File: src/rtl/wb_spram_pkg.sv
`default_nettype none
// ============================================================================
//  Module      : wb_spram_pkg
//  Description : Shared types and constants for the Wishbone single-port RAM
//                controller (FSM state encoding, RAM word size).
//  Revision    : 1.0 - initial release
// ============================================================================
package wb_spram_pkg;

  typedef enum logic {ST_CLEAR, ST_READY} state_t;

  localparam int WORD_BYTES = 4;

endpackage
`default_nettype wire

File: src/rtl/spram_clear_seq.sv
`default_nettype none
// ============================================================================
//  Module      : spram_clear_seq
//  Description : Post-reset zero-fill sequencer. Walks the RAM word addresses
//                from 0 upward while enabled, flags the final word, and
//                supplies the constant write strobe/data for the sweep.
//  Revision    : 1.0 - initial release
// ============================================================================
module spram_clear_seq
  import wb_spram_pkg::*;
#(
  parameter int WORDS      = 32,
  parameter int ADDR_WIDTH = 5
) (
  input  logic                    clk,
  input  logic                    rst_n,
  input  logic                    en_i,
  output logic [ADDR_WIDTH-1:0]   addr_o,
  output logic                    last_o,
  output logic [WORD_BYTES-1:0]   we_o,
  output logic [31:0]             d_o
);

  localparam logic [ADDR_WIDTH-1:0] LAST_ADDR = ADDR_WIDTH'(WORDS - 1);

  logic [ADDR_WIDTH-1:0] cnt_q;
  logic [ADDR_WIDTH-1:0] cnt_d;

  // Advance one word per cycle while the sweep is active.
  always_comb begin
    cnt_d = cnt_q;
    if (en_i) begin
      cnt_d = cnt_q + ADDR_WIDTH'(1);
    end
  end

  // Sweep counter; any reset restarts the sweep from word 0.
  always_ff @(posedge clk) begin
    if (!rst_n) begin
      cnt_q <= '0;
    end else begin
      cnt_q <= cnt_d;
    end
  end

  assign addr_o = cnt_q;
  assign last_o = (cnt_q == LAST_ADDR);
  assign we_o   = '1;
  assign d_o    = '0;

endmodule
`default_nettype wire

File: src/rtl/wb_spram_ctrl.sv
`default_nettype none
// ============================================================================
//  Module      : wb_spram_ctrl
//  Description : Wishbone B4 pipelined slave in front of a single-port 32-bit
//                RAM with registered read data. One transfer per clock,
//                completion one cycle after acceptance. Optionally zero-fills
//                the RAM after reset while stalling the bus.
//  Options     : WB_SPRAM_ERR_EN - requests with address bits above the RAM
//                range complete with wb_err_o and do not touch the RAM.
//  Revision    : 1.0 - initial release
// ============================================================================
module wb_spram_ctrl
  import wb_spram_pkg::*;
#(
  parameter int SIZE           = 'h80,
  parameter int ADDR_WIDTH     = $clog2(SIZE) - 2,
  parameter bit CLEAR_ON_RESET = 1'b1
) (
  input  logic                  clk,
  input  logic                  rst_n,
  input  logic                  wb_cyc_i,
  input  logic                  wb_stb_i,
  input  logic                  wb_we_i,
  input  logic [31:0]           wb_adr_i,
  input  logic [3:0]            wb_sel_i,
  input  logic [31:0]           wb_dat_i,
  output logic [31:0]           wb_dat_o,
  output logic                  wb_ack_o,
  output logic                  wb_err_o,
  output logic                  wb_stall_o,
  output logic                  init_done_o,
  output logic [ADDR_WIDTH-1:0] ram_addr,
  output logic                  ram_ce,
  output logic [3:0]            ram_we,
  output logic [31:0]           ram_d,
  input  logic [31:0]           ram_q
);

  localparam int     WORDS       = SIZE / WORD_BYTES;
  localparam state_t RESET_STATE = CLEAR_ON_RESET ? ST_CLEAR : ST_READY;

  state_t                  state_q, state_d;
  logic                    ack_q, ack_d;
  logic                    err_q, err_d;
  logic                    w_bad_adr;
  logic [ADDR_WIDTH-1:0]   w_clr_addr;
  logic                    w_clr_last;
  logic [WORD_BYTES-1:0]   w_clr_we;
  logic [31:0]             w_clr_d;
  logic                    w_unused;

  // Byte-offset bits never reach the RAM; upper bits only matter for errors.
  assign w_unused = ^{wb_adr_i[31:ADDR_WIDTH+2], wb_adr_i[1:0]};

`ifdef WB_SPRAM_ERR_EN
  assign w_bad_adr = |wb_adr_i[31:ADDR_WIDTH+2];
`else
  assign w_bad_adr = 1'b0;
`endif

  spram_clear_seq #(
    .WORDS      (WORDS),
    .ADDR_WIDTH (ADDR_WIDTH)
  ) u_clear_seq (
    .clk    (clk),
    .rst_n  (rst_n),
    .en_i   (state_q == ST_CLEAR),
    .addr_o (w_clr_addr),
    .last_o (w_clr_last),
    .we_o   (w_clr_we),
    .d_o    (w_clr_d)
  );

  // Next state, RAM port mux and completion scheduling.
  always_comb begin
    state_d     = state_q;
    ack_d       = 1'b0;
    err_d       = 1'b0;
    wb_stall_o  = 1'b1;
    init_done_o = 1'b0;
    ram_ce      = 1'b0;
    ram_we      = 4'h0;
    ram_addr    = wb_adr_i[ADDR_WIDTH+1:2];
    ram_d       = wb_dat_i;
    case (state_q)
      ST_CLEAR: begin
        ram_ce   = 1'b1;
        ram_we   = w_clr_we;
        ram_d    = w_clr_d;
        ram_addr = w_clr_addr;
        if (w_clr_last) begin
          state_d = ST_READY;
        end
      end
      default: begin
        wb_stall_o  = 1'b0;
        init_done_o = 1'b1;
        if (wb_cyc_i && wb_stb_i && rst_n) begin
          if (w_bad_adr) begin
            err_d = 1'b1;
          end else begin
            ram_ce = 1'b1;
            ram_we = wb_we_i ? wb_sel_i : 4'h0;
            ack_d  = 1'b1;
          end
        end
      end
    endcase
    // Keep the RAM idle for the whole reset window.
    if (!rst_n) begin
      ram_ce = 1'b0;
      ram_we = 4'h0;
    end
  end

  // State register and one-deep completion pipeline.
  always_ff @(posedge clk) begin
    if (!rst_n) begin
      state_q <= RESET_STATE;
      ack_q   <= 1'b0;
      err_q   <= 1'b0;
    end else begin
      state_q <= state_d;
      ack_q   <= ack_d;
      err_q   <= err_d;
    end
  end

  // A dropped cycle suppresses the pending completion.
  assign wb_ack_o = ack_q & wb_cyc_i;
  assign wb_err_o = err_q & wb_cyc_i;
  assign wb_dat_o = wb_ack_o ? ram_q : 32'h0;

endmodule
`default_nettype wire

File: config.mk
export PLATFORM = sky130hd
export DESIGN_NAME = wb_spram_ctrl
export DESIGN_NICKNAME = d
export VERILOG_FILES = /design/src/rtl/wb_spram_pkg.sv /design/src/rtl/spram_clear_seq.sv /design/src/rtl/wb_spram_ctrl.sv
export SDC_FILE = /design/constraint.sdc
export NUM_CORES = 1
export LEC_CHECK = 0
export ABC_AREA = 1
export CAP_MARGIN = 30
export CORE_ASPECT_RATIO = 0.7
export CORE_MARGIN = 2
export CORE_UTILIZATION = 24
export CTS_BUF_LIST = sky130_fd_sc_hd__clkbuf_4
export DETAILED_ROUTE_END_ITERATION = 8
export PLACE_DENSITY = 0.88
export SKIP_CTS_REPAIR_TIMING = 1
export SLEW_MARGIN = 0
export SYNTH_ARGS = -nofsm -noshare
export SYNTH_HDL_FRONTEND = slang
export SYNTH_HIERARCHICAL = 1
export SYNTH_SLANG_ARGS = --single-unit
export TNS_END_PERCENT = 50
File: constraint.sdc
create_clock -name clk -period 1.3 [get_ports clk]
set_input_delay 0.39 -clock clk [delete_from_list [all_inputs] [get_ports clk]]
set_output_delay 0.39 -clock clk [all_outputs]
set_load 0.005 [all_outputs]
==> flow_metrics.env, run 1 <==
export IMPL_cts_inserted_buffers=3
export IMPL_vias_per_cell=3.97
export IMPL_chipHeight_um=68.1
export IMPL_cts_root_buf="clkbuf_4"
export IMPL_rsz0062_at_grt="yes"
export IMPL_path_cells="buf_12 -> buf_12 -> buf_8 -> nand3_2 -> nand2_1 -> buf_2"
export IMPL_yosysMostFrequentCell="nand2_1"
export IMPL_clk_pin_slew_worst_paths_ns=0.06
export IMPL_hold_path_end="state_q$_SDFF_PN0_"
export IMPL_die_area_mm2=0.00650
export IMPL_htreeDepth=1
export IMPL_drt_antenna_violating_nets=0
export IMPL_postSynth_asyncResetShare_pct=0
export IMPL_drive_gt1_share_pct=39.1
export IMPL_grt_max_degree=42
export IMPL_timing_fmax_mhz=610
export IMPL_yosysWarnings=6
export IMPL_yosysSeqAreaShare_pct=9.96
export IMPL_area_growth_pct=136
export IMPL_drv_slew=0
export IMPL_r2r_slack_ns=-0.03
export IMPL_diodes=0
export IMPL_initial_core_util_pct=24.7
export IMPL_cap_violations=0
export IMPL_period_share_pct=126
export IMPL_vias=2155
export IMPL_grt_first_pass_wirelength_um=7490
export IMPL_io_buffers=154
export IMPL_globalRouteOverflowTotal=0
export IMPL_failed_checks="setup timing"
export IMPL_criticalPathCategory="reg -> out"
export IMPL_cts_tree="done"
export IMPL_ctsLongestPathBuffers=2
export IMPL_die_x_um=95.5
export IMPL_drt_iter0_drc=50
export IMPL_fin_crit_ns=1.64
export IMPL_ys_top_cells_by_area="nand2_1 34%, buf_4 20%, nor2_1 11%"
export IMPL_postSynthAreaPerCell_um2=4.89
export IMPL_synth_common_cells="129 x nand2_1, 43 x nor2_1, 39 x inv_1"
export IMPL_crit_fanout=6
export IMPL_p_per_area_mw_per_mm2=295
export IMPL_first_pass_iters=4
export IMPL_status="finished, violations left"
export IMPL_max_stage_delay_ns=0.36
export IMPL_required_ns=0.91
export IMPL_hp_start="rst_n"
export IMPL_post_drt_wl_per_cell_um=12.6
export IMPL_grt_total_usage_pct=14.1
export IMPL_met2_length_um=3600
export IMPL_p_leak_nw=2.05
export IMPL_gp_congestion=0.759
export IMPL_clkSinkCount=7
export IMPL_dp_slack_ns=-0.999
export IMPL_finalClockSkew_ns=0.00334
export IMPL_critPathArrivalTime_ns=1.25
export IMPL_m1WireLength_um=2870
export IMPL_vdd_ir_drop_max_v=0.000338
export IMPL_antenna_found_initial=0
export IMPL_topRoutingLayerUsed="met3"
export IMPL_hold_viol_final=0
export IMPL_hold_class="in -> reg"
export IMPL_fin_ws_ns=-0.341
export IMPL_ff2ff_path_depth=6
export IMPL_setup_violations=78
export IMPL_finalNetCount=576
export IMPL_synth_edf_count=0
export IMPL_end_kind="output pin"
export IMPL_cp_slowest_cell="dfxtp_4"
export IMPL_io_pins=183
export IMPL_synthesis_area_mm2=0.00141
export IMPL_synth_top_cell_area_share_pct=34.4
export IMPL_syn_instance_count=288
export IMPL_grt_pass1_vias=1766
export IMPL_route_met3_wl_um=385
export IMPL_clk_latency_ns=0.25
export IMPL_ys_ff_latch=7
export IMPL_holdPathStages=3
export IMPL_path_common_cell="buf_12"
export IMPL_start_kind="register"
export IMPL_wl_um=6850
export IMPL_r2r_start="u_clear_seq/addr_o[0]$_SDFFE_PN0P_"
export IMPL_placementRows=23
export IMPL_core_area_mm2=0.00570
export IMPL_reg2reg_to="u_clear_seq/addr_o[4]$_SDFFE_PN0P_"
export IMPL_yosys_area_top_type="nand2_1"
export IMPL_ys_types=17
export IMPL_finalSetupTns_ns=-17.35
export IMPL_ys_flop_type="dfxtp_1"
export IMPL_drcViolationCount=0
export IMPL_dp_hpwl_um=4270
flip-flops by register name, indices dropped and copies added (netlist names):
register and count:
state_q 1, ack_q 1, u_clear_seq/addr_o 5
layer usage:
layer | vias up | GRT usage [%]
li1 | 1116 | -
met1 | 972 | 16.5
met2 | 67 | 27.9
met3 | 0 | 2.09
met4 | 0 | 1.61
met5 | - | 0
cells in the final DEF, fill, tap and decap left out:
cell             netlist  final
nand2_2                1     18
ha_2                   0      1
and3_1                 1      1
a21oi_2                0      1
nand2_1              129    111
inv_1                 39     36
buf_8                  0      3
clkbuf_2               0     35
dfxtp_4                0      1
buf_6                  3      8
nand3_1                5      1
nand3_2                0      4
buf_4                 37     18
clkbuf_16              0      5
buf_12                 0      6
nor3_1                 1      1
nor2_2                 1     12
nor2_1                43      9
a21oi_1                3      2
nor2_4                 0     23
clkbuf_4               0      4
clkinv_4               0      1
o21ai_0                3      3
conb_1                 3     37
inv_2                  1      2
dfxtp_1                7      4
buf_2                  9     37
ha_1                   2      1
dfxtp_2                0      2
clkdlybuf4s50_1        0     58
dlymetal6s2s_1         0     21
nand2_4                0      1
clkinv_8               0      1
cell type report:
| class | instances | area (um^2) |
|---|---|---|
| clock buffer | 4 | 30.0 |
| inverter | 40 | 168 |
| sequential | 7 | 146 |
| timing repair buffer | 191 | 1720 |
| tap | 75 | 93.8 |
| fill | 535 | 2380 |
| multi-input combinational | 226 | 1160 |
worst max-delay path: cells and delay by family, from the launching register on:
family        cells  cell delay [ns]
simple gates      2             0.10
flops             1             0.36
buf+inv           4             0.53
through the flow:
step                      instances  instance area, um^2  power [W]  util, %  hold WS [ns]
final                           543                 3320   0.000980     58.3         0.494
after global routing            543                 3320    0.00105     58.3         0.496
after CTS                       523                 3000   0.000997     52.6         0.522
after detailed placement        519                 2970   0.000771     52.1         0.514
after global placement          519                 2970   0.000760     52.1         0.501
after floorplan                 322                 1540   0.000437        -         0.487
cells by family (layout without fill, tap and decap cells):
kind of cell	count (synthesis)	after routing	synth area share [%]
simple gates	181	181	49.3
flops	7	7	9.96
buf+inv	89	235	36.0
other cells	3	37	0.800
compound gates	6	6	2.13
fa+ha+maj	2	2	1.78
worst max path at each step:
stage	from	end	slack [ns]
floorplan	u_clear_seq/addr_o[0]$_SDFFE_PN0P_	u_clear_seq/addr_o[4]$_SDFFE_PN0P_	0.08
global placement	rst_n	ram_we[0]	-0.94
CTS	rst_n	ram_we[0]	-1.0
global route	state_q$_SDFF_PN0_	ram_we[0]	-0.38
finish	state_q$_SDFF_PN0_	ram_we[0]	-0.34
detailed placement	rst_n	ram_we[0]	-1.0
where the power goes:
part / switching (W) / internal (W) / leakage (nW) / total [W]
Clock: 0.0000959 / 0.000139 / 0.0184 / 0.000235
Sequential: 0.00000476 / 0.000221 / 0.0585 / 0.000226
Combinational: 0.000203 / 0.000317 / 1.98 / 0.000519
Total: 0.000303 / 0.000677 / 2.05 / 0.000980
Power figures use the tool's default switching activity.
==> run 2, diff against run 1 <==
--- a/config.mk
+++ b/config.mk
@@ -13,6 +13,7 @@
 export CTS_BUF_LIST = sky130_fd_sc_hd__clkbuf_4
 export DETAILED_ROUTE_END_ITERATION = 8
 export PLACE_DENSITY = 0.88
+export SETUP_SLACK_MARGIN = 0.4
 export SKIP_CTS_REPAIR_TIMING = 1
 export SLEW_MARGIN = 0
 export SYNTH_ARGS = -nofsm -noshare
==> flow_metrics.env, run 2 (synthesized netlist as in run 1, its figures left out) <==
export IMPL_end_kind="output pin"
export IMPL_nFillCells=539
export IMPL_vias=2151
export IMPL_cts_inserted_buffers=3
export IMPL_critPathArrivalTime_ns=1.33
export IMPL_post_drt_wl_per_cell_um=11.5
export IMPL_chipHeight_um=68.1
export IMPL_grt_pass1_vias=1682
export IMPL_fin_cells=551
export IMPL_internal_power_w=0.000676
export IMPL_gp_congestion=0.711
export IMPL_drt_iter0_drc=44
export IMPL_finalNetCount=584
export IMPL_seq_power_share_pct=23.4
export IMPL_clk_latency_ns=0.26
export IMPL_io_buffers=154
export IMPL_fin_ws_ns=-0.418
export IMPL_crit_start="state_q$_SDFF_PN0_"
export IMPL_p_sw_share_pct=29.9
export IMPL_finalClockSkew_ns=0.00431
export IMPL_vdd_ir_drop_max_v=0.000243
export IMPL_required_ns=0.91
export IMPL_placed_cells=518
export IMPL_holdPathStages=3
export IMPL_pwr_share_clk_pct=23.2
export IMPL_core_area_mm2=0.00570
export IMPL_io_pins=183
export IMPL_diodes=0
export IMPL_setup_violations=78
export IMPL_grt_first_pass_wirelength_um=7220
export IMPL_seqCellArea_um2=150
export IMPL_initial_core_util_pct=24.7
export IMPL_timing_fmax_mhz=582
export IMPL_rsz0062_at_grt="yes"
export IMPL_cts_tree="done"
export IMPL_drv_slew=0
export IMPL_htreeDepth=1
export IMPL_clkSinkCount=7
export IMPL_vias_per_cell=3.90
export IMPL_crit_fanout=5
export IMPL_clk_pin_slew_worst_paths_ns=0.05
export IMPL_status="finished, violations left"
export IMPL_grt_total_usage_pct=13.7
export IMPL_die_area_mm2=0.00650
export IMPL_globalRouteOverflowTotal=0
export IMPL_ctsLongestPathBuffers=2
export IMPL_comb_power_share_pct=53.4
export IMPL_grt_max_degree=34
export IMPL_criticalPathCategory="reg -> out"
export IMPL_reg2reg_to="u_clear_seq/addr_o[3]$_SDFFE_PN0P_"
export IMPL_drcViolationCount=0
export IMPL_drive_gt1_share_pct=39.5
export IMPL_dp_hpwl_um=4320
export IMPL_first_pass_iters=4
export IMPL_layout_commonest_cell="nand2_1"
export IMPL_wl_um=6350
export IMPL_period_share_pct=132
export IMPL_drt_antenna_violating_nets=0
export IMPL_ff2ff_path_depth=10
export IMPL_endpoint="ram_d[24]"
export IMPL_cap_violations=0
export IMPL_r2r_start="state_q$_SDFF_PN0_"
export IMPL_switching_power_w=0.000289
export IMPL_p_per_area_mw_per_mm2=285
export IMPL_hold_viol_final=0
export IMPL_antenna_found_initial=0
export IMPL_hold_class="in -> reg"
export IMPL_area_growth_pct=140
export IMPL_placementRows=23
export IMPL_die_x_um=95.5
export IMPL_most_common_layout_cells="116 x nand2_1, 55 x clkdlybuf4s50_1, 38 x buf_2"
export IMPL_multi_input_area_mm2=0.00116
export IMPL_p_leak_nw=2.12
export IMPL_fin_crit_ns=1.72
export IMPL_cts_root_buf="clkbuf_4"
export IMPL_largest_reg_flops=5
export IMPL_holdWs_ns=0.439
export IMPL_start_kind="register"
export IMPL_r2r_slack_ns=-0.06
export IMPL_failed_checks="setup timing"
## run 2: cell count changes in the layout (fill, tap and decap cells not counted), sizes merged
cell           change
clkinv             -2
clkbuf             +1
clkdlybuf4s50      -3
inv                +2
buf                +7
dlymetal6s2s       +3
## run 2: area by class of cell
cell class / count / share of cell area [%]
Multi-Input combinational cell: 226 / 34.2
Inverter: 40 / 4.73
Timing Repair Buffer: 199 / 52.9
Tap cell: 75 / 2.77
Clock buffer: 4 / 0.887
Sequential cell: 7 / 4.44
## run 2: per-layer routing
metal / vias to the layer above / track usage, % / share of wire, %
li1: 1129 / - / -
met1: 957 / 15.4 / 41
met2: 57 / 26.6 / 53
met3: 8 / 2.97 / 4.5
met4: 0 / 3.39 / 1.2
met5: - / 0 / 0
## run 2: power by group through the flow
| stage | combinational (W) | clock [W] | sequential [W] |
|---|---|---|---|
| 6_report | 0.000515 | 0.000224 | 0.000226 |
| 5_1_grt | 0.000565 | 0.000248 | 0.000227 |
| 4_1_cts | 0.000545 | 0.000232 | 0.000228 |
| 3_5_place_dp | 0.000542 | 0 | 0.000232 |
| 3_3_place_gp | 0.000532 | 0 | 0.000231 |
| 2_1_floorplan | 0.000211 | 0 | 0.000238 |
## run 2: worst min path at each step
stage	start	to	slack, ns
finish	rst_n	state_q$_SDFF_PN0_	0.44
global route	rst_n	state_q$_SDFF_PN0_	0.47
CTS	u_clear_seq/addr_o[0]$_SDFFE_PN0P_	u_clear_seq/addr_o[0]$_SDFFE_PN0P_	0.56
detailed placement	u_clear_seq/addr_o[0]$_SDFFE_PN0P_	u_clear_seq/addr_o[0]$_SDFFE_PN0P_	0.55
global placement	u_clear_seq/addr_o[0]$_SDFFE_PN0P_	u_clear_seq/addr_o[0]$_SDFFE_PN0P_	0.55
floorplan	u_clear_seq/addr_o[0]$_SDFFE_PN0P_	u_clear_seq/addr_o[0]$_SDFFE_PN0P_	0.45
## run 2: worst max-delay path, cell delays in order (launching register included)
cell	delay (ns)
dfxtp_4	0.37
buf_6	0.12
buf_12	0.12
clkbuf_16	0.15
buf_6	0.12
nand2_2	0.04
nand2_1	0.04
buf_2	0.12
## run 2: stage by stage
step / TNS [ns] / area, um^2 / power [W] / setup WS [ns] / util (%)
after global placement: -51.50 / 3010 / 0.000764 / -0.908 / 52.9
after CTS: -54.48 / 3040 / 0.00100 / -0.958 / 53.4
final: -19.46 / 3380 / 0.000965 / -0.418 / 59.4
after floorplan: 0 / 1630 / 0.000449 / 0.162 / -
after detailed placement: -52.68 / 3010 / 0.000774 / -0.953 / 52.9
after global routing: -23.08 / 3380 / 0.00104 / -0.473 / 59.4
==> run 3, diff against run 2 <==
--- a/config.mk
+++ b/config.mk
@@ -9,15 +9,14 @@
 export CAP_MARGIN = 30
 export CORE_ASPECT_RATIO = 0.7
 export CORE_MARGIN = 2
-export CORE_UTILIZATION = 24
+export CORE_UTILIZATION = 18
 export CTS_BUF_LIST = sky130_fd_sc_hd__clkbuf_4
 export DETAILED_ROUTE_END_ITERATION = 8
-export PLACE_DENSITY = 0.88
+export PLACE_DENSITY = 0.86
 export SETUP_SLACK_MARGIN = 0.4
 export SKIP_CTS_REPAIR_TIMING = 1
 export SLEW_MARGIN = 0
 export SYNTH_ARGS = -nofsm -noshare
 export SYNTH_HDL_FRONTEND = slang
-export SYNTH_HIERARCHICAL = 1
 export SYNTH_SLANG_ARGS = --single-unit
 export TNS_END_PERCENT = 50
==> flow_metrics.env, run 3 <==
export IMPL_criticalPathCategory="reg -> out"
export IMPL_core_area_mm2=0.00517
export IMPL_vias=1794
export IMPL_die_x_um=91.0
export IMPL_start_kind="register"
export IMPL_cts_root_buf="clkbuf_4"
export IMPL_drcViolationCount=0
export IMPL_p_per_area_mw_per_mm2=273
export IMPL_diodes=0
export IMPL_clk_latency_ns=0.26
export IMPL_drive_gt1_share_pct=49.9
export IMPL_timing_fmax_mhz=581
export IMPL_postSynth_asyncResetShare_pct=0
export IMPL_cap_violations=0
export IMPL_setup_violations=77
export IMPL_syn_instance_count=200
export IMPL_grt_first_pass_wirelength_um=7020
export IMPL_yosysSeqAreaShare_pct=14.7
export IMPL_placementRows=22
export IMPL_postSynthAreaPerCell_um2=4.77
export IMPL_yosys_area_top_type="inv_1"
export IMPL_grt_max_degree=22
export IMPL_first_pass_iters=4
export IMPL_yosysMostFrequentCell="inv_1"
export IMPL_most_common_layout_cells="62 x clkdlybuf4s50_1, 53 x inv_1, 45 x clkbuf_2"
export IMPL_globalRouteOverflowTotal=0
export IMPL_vias_per_cell=3.91
export IMPL_status="finished, violations left"
export IMPL_finalSetupTns_ns=-16.96
export IMPL_multi_input_area_um2=833
export IMPL_clkSinkCount=7
export IMPL_synth_common_cells="69 x inv_1, 46 x nand2_1, 45 x nor2_1"
export IMPL_synth_net_count=307
export IMPL_cts_inserted_buffers=3
export IMPL_chipHeight_um=64.9
export IMPL_failed_checks="setup timing"
export IMPL_end_kind="output pin"
export IMPL_antenna_found_initial=0
export IMPL_power_total_w=0.000871
export IMPL_m1WireLength_um=1970
export IMPL_ys_flop_type="dfxtp_1"
export IMPL_period_share_pct=132
export IMPL_drt_antenna_violating_nets=0
export IMPL_synth_top_cell_area_share_pct=27.2
export IMPL_die_area_mm2=0.00590
export IMPL_layout_commonest_cell="clkdlybuf4s50_1"
export IMPL_p_leak_nw=2.04
export IMPL_drt_iter0_drc=22
export IMPL_route_met3_wl_um=376
export IMPL_initial_core_util_pct=18.4
export IMPL_io_buffers=154
export IMPL_synthesis_area_um2=953
export IMPL_holdWs_ns=0.424
export IMPL_dp_hpwl_um=3930
export IMPL_hold_viol_final=0
export IMPL_yosysWarnings=0
export IMPL_required_ns=0.91
export IMPL_ctsLongestPathBuffers=2
export IMPL_area_growth_pct=235
export IMPL_ys_top_cells_by_area="inv_1 27%, nand2_1 18%, nor2_1 18%"
export IMPL_gp_congestion=0.732
export IMPL_rsz0062_at_grt="yes"
export IMPL_fin_ws_ns=-0.421
export IMPL_dp_slack_ns=-0.980
export IMPL_vdd_ir_drop_max_v=0.000439
export IMPL_ys_types=17
export IMPL_io_pins=183
export IMPL_hold_class="in -> reg"
export IMPL_crit_fanout=4
export IMPL_synth_edf_count=0
export IMPL_ys_ff_latch=7
export IMPL_fin_crit_ns=1.72
export IMPL_largest_reg_flops=5
export IMPL_grt_pass1_vias=1609
export IMPL_wl_um=5310
export IMPL_htreeDepth=1
export IMPL_met2_length_um=2920
export IMPL_nFillCells=481
export IMPL_grt_total_usage_pct=14.4
export IMPL_finalClockSkew_ns=0.000352
export IMPL_topRoutingLayerUsed="met4"
export IMPL_drv_slew=0
export IMPL_post_drt_wl_per_cell_um=11.6
export IMPL_critPathArrivalTime_ns=1.33
export IMPL_seqCellArea_um2=149
export IMPL_cts_tree="done"
export IMPL_finalNetCount=495
export IMPL_clk_pin_slew_worst_paths_ns=0.05
[run 3: cell count changes in the layout (fill, tap and decap cells not counted), sizes merged, moves of 5 or more]
cell	previous run	this run
conb	37	1
nand2	130	46
inv	40	71
clkbuf	45	53
a21oi	3	8
clkdlybuf4s50	55	62
buf	79	60
[run 3: per-stage QoR]
step	instances	area, um^2	util, %
floorplan	200	1250	-
global placement	435	2920	56.4
detailed placement	435	2920	56.4
CTS	439	2950	57.0
global route	459	3190	61.7
finish	459	3190	61.7
[run 3: logic make-up (layout without fill, tap and decap cells)]
kind of cell	after synthesis	after routing	synth area share, %
buffers and inverters	81	268	35.6
AO/OA/AOI/OAI	14	14	8.40
other	1	1	0.393
AND/OR/NAND/NOR	95	95	38.3
adder cells (fa/ha/maj)	2	2	2.62
flip-flops	7	7	14.7
[run 3: power by group]
part | switching (W) | internal, W
registers | 0.00000439 | 0.000219
logic | 0.000143 | 0.000277
clock network | 0.0000884 | 0.000138
[run 3: final cells by class]
type | count | area share [%]
sequential | 7 | 4.66
timing repair buffer | 193 | 56.9
tap | 72 | 2.82
multi-input combinational | 112 | 26.1
inverter | 71 | 8.58
clock buffer | 4 | 0.940
[run 3: critical path, stage by stage (launching register included)]
cell	delay, ns
dfxtp_4	0.36
buf_6	0.12
buf_6	0.11
o21ai_4	0.12
buf_6	0.13
inv_6	0.04
nor2_4	0.10
buf_6	0.10
[run 3: final timing paths]
kind	endpoint	depth (start not counted)	from	slack, ns
max	ram_we[2]	7	state_q$_SDFF_PN0_	-0.42
min reg2reg	u_clear_seq.addr_o[0]$_SDFFE_PN0N_	2	u_clear_seq.addr_o[0]$_SDFFE_PN0N_	0.53
min	ack_q$_SDFF_PN0_	3	wb_cyc_i	0.42
max reg2reg	u_clear_seq.addr_o[4]$_SDFFE_PN0N_	7	u_clear_seq.addr_o[1]$_SDFFE_PN0N_	0.07
[run 3: routing by layer]
layer | up-vias | track usage, %
met5 | - | 0
met3 | 6 | 4.77
met2 | 86 | 28.5
met1 | 788 | 15.2
met4 | 0 | 2.27
li1 | 914 | -
==> patch 1 (settings of run 3) <==
Reset style: asynchronous (`rst_n`), changed in 2 clocked blocks.
--- a/src/rtl/spram_clear_seq.sv
+++ b/src/rtl/spram_clear_seq.sv
@@ -35,7 +35,7 @@
   end
 
   // Sweep counter; any reset restarts the sweep from word 0.
-  always_ff @(posedge clk) begin
+  always_ff @(posedge clk or negedge rst_n) begin
     if (!rst_n) begin
       cnt_q <= '0;
     end else begin
--- a/src/rtl/wb_spram_ctrl.sv
+++ b/src/rtl/wb_spram_ctrl.sv
@@ -114,7 +114,7 @@
   end
 
   // State register and one-deep completion pipeline.
-  always_ff @(posedge clk) begin
+  always_ff @(posedge clk or negedge rst_n) begin
     if (!rst_n) begin
       state_q <= RESET_STATE;
       ack_q   <= 1'b0;
Formal check against the unedited RTL: differs if rst_n is asserted again (counterexample within 4 cycles, from zero or initial values and one cycle with rst_n low); with rst_n held inactive, the same outputs for 10 cycles.
==> patch 1 against run 3 <==
- the flow still finishes with violations (negative setup slack)
- hold slack lost 0.28 ns
- wire length grew 6.4%
- final area grew 0.24%
- synthesized area grew 2.1%
- via count grew 2.8%
- worst setup slack lost 0.052 ns
- sequential cell count is the same
- power grew 15%
- critical path type unchanged
- largest power group unchanged
==> patch 1: results (changes against run 3) <==
| Metric | Value |
|---|---|
| Status | complete, but fails checks |
| Violated checks | negative setup slack |
| Fill count | 482 (+0.21%) |
| Worst r2r src | u_clear_seq.addr_o[0]$_DFFE_PN0N_ |
| TNS Setup | -24.16 ns (-7.20 ns) |
| Final Util | 61.2% (-0.51 points) |
| Synth top area cells | inv_1, nand2_1, dfrtp_1 |
| Sequential area share after synthesis | 18.0% (+3.3 points) |
| Family with the most delay on the worst path | flip-flops |
| Worst path arrival time | 1.38 ns (+0.05 ns) |
| Via density | 3.95 (+1.0%) |
| Multi-input comb cells | 111 (-0.89%) |
| Wirelength, routed | 5.65 mm (+6.4%) |
| Worst Hold Slack | 0.142 ns (-0.282 ns) |
| R2r worst-path depth | 6 (-1) |
| Ys async rst share | 100% (+100 points) |
| Fin nets | 503 (+1.6%) |
| Final setup viols | 78 (+1.3%) |
| Register area | 176 um^2 (+18%) |
| DP Area | 2710 um^2 (-7.1%) |
| NonClk Buf Share | 56.6% (-0.33 points) |
| Total power divided by cell area | 313 nW/um^2 (+15%) |
| Global Route met3 Usage | 2.75% (-2.0 points) |
| Worst Slack Setup Final | -0.473 ns (-0.0525 ns) |
| Most frequent cells after synthesis | inv_1, nand2_1, nor2_1 |
| Inverters | 72 (+1.4%) |
| Synth cell types | 18 (+1) |
| Hold WC Path Type | in -> async |
| VDD IR max | 0.000297 V (-32%) |
## patch 1: kinds of logic (layout without fill, tap and decap cells)
family | after synthesis | after routing | synth area share (%)
fa+ha+maj | 2 | 2 | 2.57
compound gates | 7 | 7 | 3.60
flops | 7 | 7 | 18.0
buf+inv | 82 | 277 | 35.0
xor+xnor | 1 | 1 | 0.900
other cells | 1 | 1 | 0.385
simple gates | 100 | 100 | 39.6
## patch 1: through the flow
step / worst slack [ns] / std cells
4_1_cts: -0.912 / 436
5_1_grt: -0.544 / 467
3_3_place_gp: -0.850 / 432
2_1_floorplan: 0.0673 / 200
6_report: -0.473 / 467
3_5_place_dp: -0.906 / 432
## patch 1: layer usage
metal | wire length [um] | up-vias
met1 | 2310 | 848
met3 | 311 | 4
met5 | 0 | -
li1 | - | 930
met4 | 41 | 0
met2 | 2990 | 62
## patch 1: power breakdown
| group | switching (mW) | internal, mW |
|---|---|---|
| Combinational | 0.209 | 0.347 |
| Sequential | 0.000899 | 0.219 |
| Clock | 0.0893 | 0.139 |
==> patch 2 (config.mk and constraints of run 3) <==
Without the edit above. `SIZE`: 'h80 -> 'h100.
--- a/src/rtl/wb_spram_ctrl.sv
+++ b/src/rtl/wb_spram_ctrl.sv
@@ -12,7 +12,7 @@
 module wb_spram_ctrl
   import wb_spram_pkg::*;
 #(
-  parameter int SIZE           = 'h80,
+  parameter int SIZE           = 'h100,
   parameter int ADDR_WIDTH     = $clog2(SIZE) - 2,
   parameter bit CLEAR_ON_RESET = 1'b1
 ) (
Ports: changed (resized ram_addr); port bits go from 183 to 184. No check against the original RTL was run, so the function may have changed too.
==> patch 2 against run 3 <==
- synthesized area grew 5.6%
- utilization is 3.8 points lower
- wire length rose by 0.70%
- power fell by 5.3%
- the flow still finishes with violations (negative setup slack)
- worst setup slack improved by 0.13 ns
- sequential cell count increased by 1
- final area decreased by 3.7%
==> patch 2: results (changes against run 3) <==
| Metric | Value |
|---|---|
| Status | complete, but fails checks |
| Violated checks | negative setup slack |
| Sequential area share after synthesis | 15.9% (+1.2 points) |
| P_clk | 0.189 mW (-17%) |
| DP Area | 2800 um^2 (-4.0%) |
| Detailed Place HPWL | 3.81 mm (-3.1%) |
| Worst Slack Setup Final | -0.293 ns (+0.128 ns) |
| Worst Hold Slack | 0.493 ns (+0.0693 ns) |
| Antenna cells | 0 (unchanged) |
| Comb group | 0.380 mW (-9.5%) |
| Placed insts | 444 (+2.1%) |
| Clk_skew | 0.00361 ns (+0.00326 ns) |
| Port Buf Inserts | 156 (+1.3%) |
| TNS Setup | -16.58 ns (+0.383 ns) |
| Layout cells sized above 1 | 49.5% (-0.38 points) |
| Vias in the first global route | 1,553 (-3.5%) |
| VDD IR max | 0.000242 V (-45%) |
| Worst path arrival time | 1.20 ns (-0.13 ns) |
| Drt wl/cell | 11.5 um (-0.39%) |
| Crit-path max FO | 12 (+8) |
| Finished Layout Cells | 464 (+1.1%) |
| Syn nets | 317 (+3.3%) |
| Switching part of the total power | 26.4% (-0.69 points) |
| Largest register FFs | 6 (+1) |
| GRT Util Overall | 12.8% (-1.6 points) |
| Root Buffer | clkbuf_4 |
| Slowest CP cell | dfxtp_4 |
| Worst setup path end | wb_stall_o |
| Clock share of power | 23.0% (-3.1 points) |
| Synth top area cells | inv_1, nand2_1, nor2_1 |
| Final setup viols | 78 (+1.3%) |
| Min-Delay Endpoint | ack_q$_SDFF_PN0_ |
| Lkg Pwr | 1.92 nW (-5.7%) |
| Largest net degree at the start of global routing | 34 (+55%) |
| Synth cell types | 18 (+1) |
| Critical path origin | state_q$_SDFF_PN0_ |
| First-pass GRT wire length | 6.51 mm (-7.3%) |
| Final Wtd Congestion | 0.820 (+12%) |
| Synth Area in Adders | 1.24% (-1.4 points) |
| Hold path cells | 4 (+1) |
| Post-Syn Instances | 211 (+5.5%) |
| Place WS | -0.981 ns (-0.000770 ns) |
| Fin nets | 500 (+1.0%) |
| Hold path start | wb_stb_i |
| Most frequent cells after synthesis | inv_1, nand2_1, nor2_1 |
| Htree depth | 1 (unchanged) |
| First DRT Iteration DRCs | 19 (-14%) |
| R2r worst-path depth | 8 (+1) |
| Vias | 1,841 (+2.6%) |
| Compound-Gate Fraction of Synth Area | 6.58% (-1.8 points) |
## patch 2: changes by cell type after synthesis, moves of 2 or more
cell and change:
nor2_2 +2, nand2_1 +5, inv_2 -2, inv_1 +2, buf_4 -2, buf_2 +2, nand3_1 +2
## patch 2: layer usage
layer | track usage [%] | up-vias | share of wire (%)
met3 | 4.19 | 2 | 9.4
met1 | 14.0 | 809 | 37
met4 | 2.76 | 0 | 0.32
met2 | 24.3 | 89 | 53
met5 | 0 | - | 0
li1 | - | 941 | -
## patch 2: worst min-delay path: stages
cell,delay (ns)
dlymetal6s2s_1,0.13
nand3_2,0.07
buf_4,0.10
nor2_1,0.03
## patch 2: layout make-up
| class | count | area, um^2 |
|---|---|---|
| Timing Repair Buffer | 188 | 1690 |
| Fill cell | 481 | 2240 |
| Sequential cell | 8 | 165 |
| Clock buffer | 3 | 22.5 |
| Multi-Input combinational cell | 121 | 827 |
| Inverter | 72 | 278 |
| Tap cell | 72 | 90.1 |
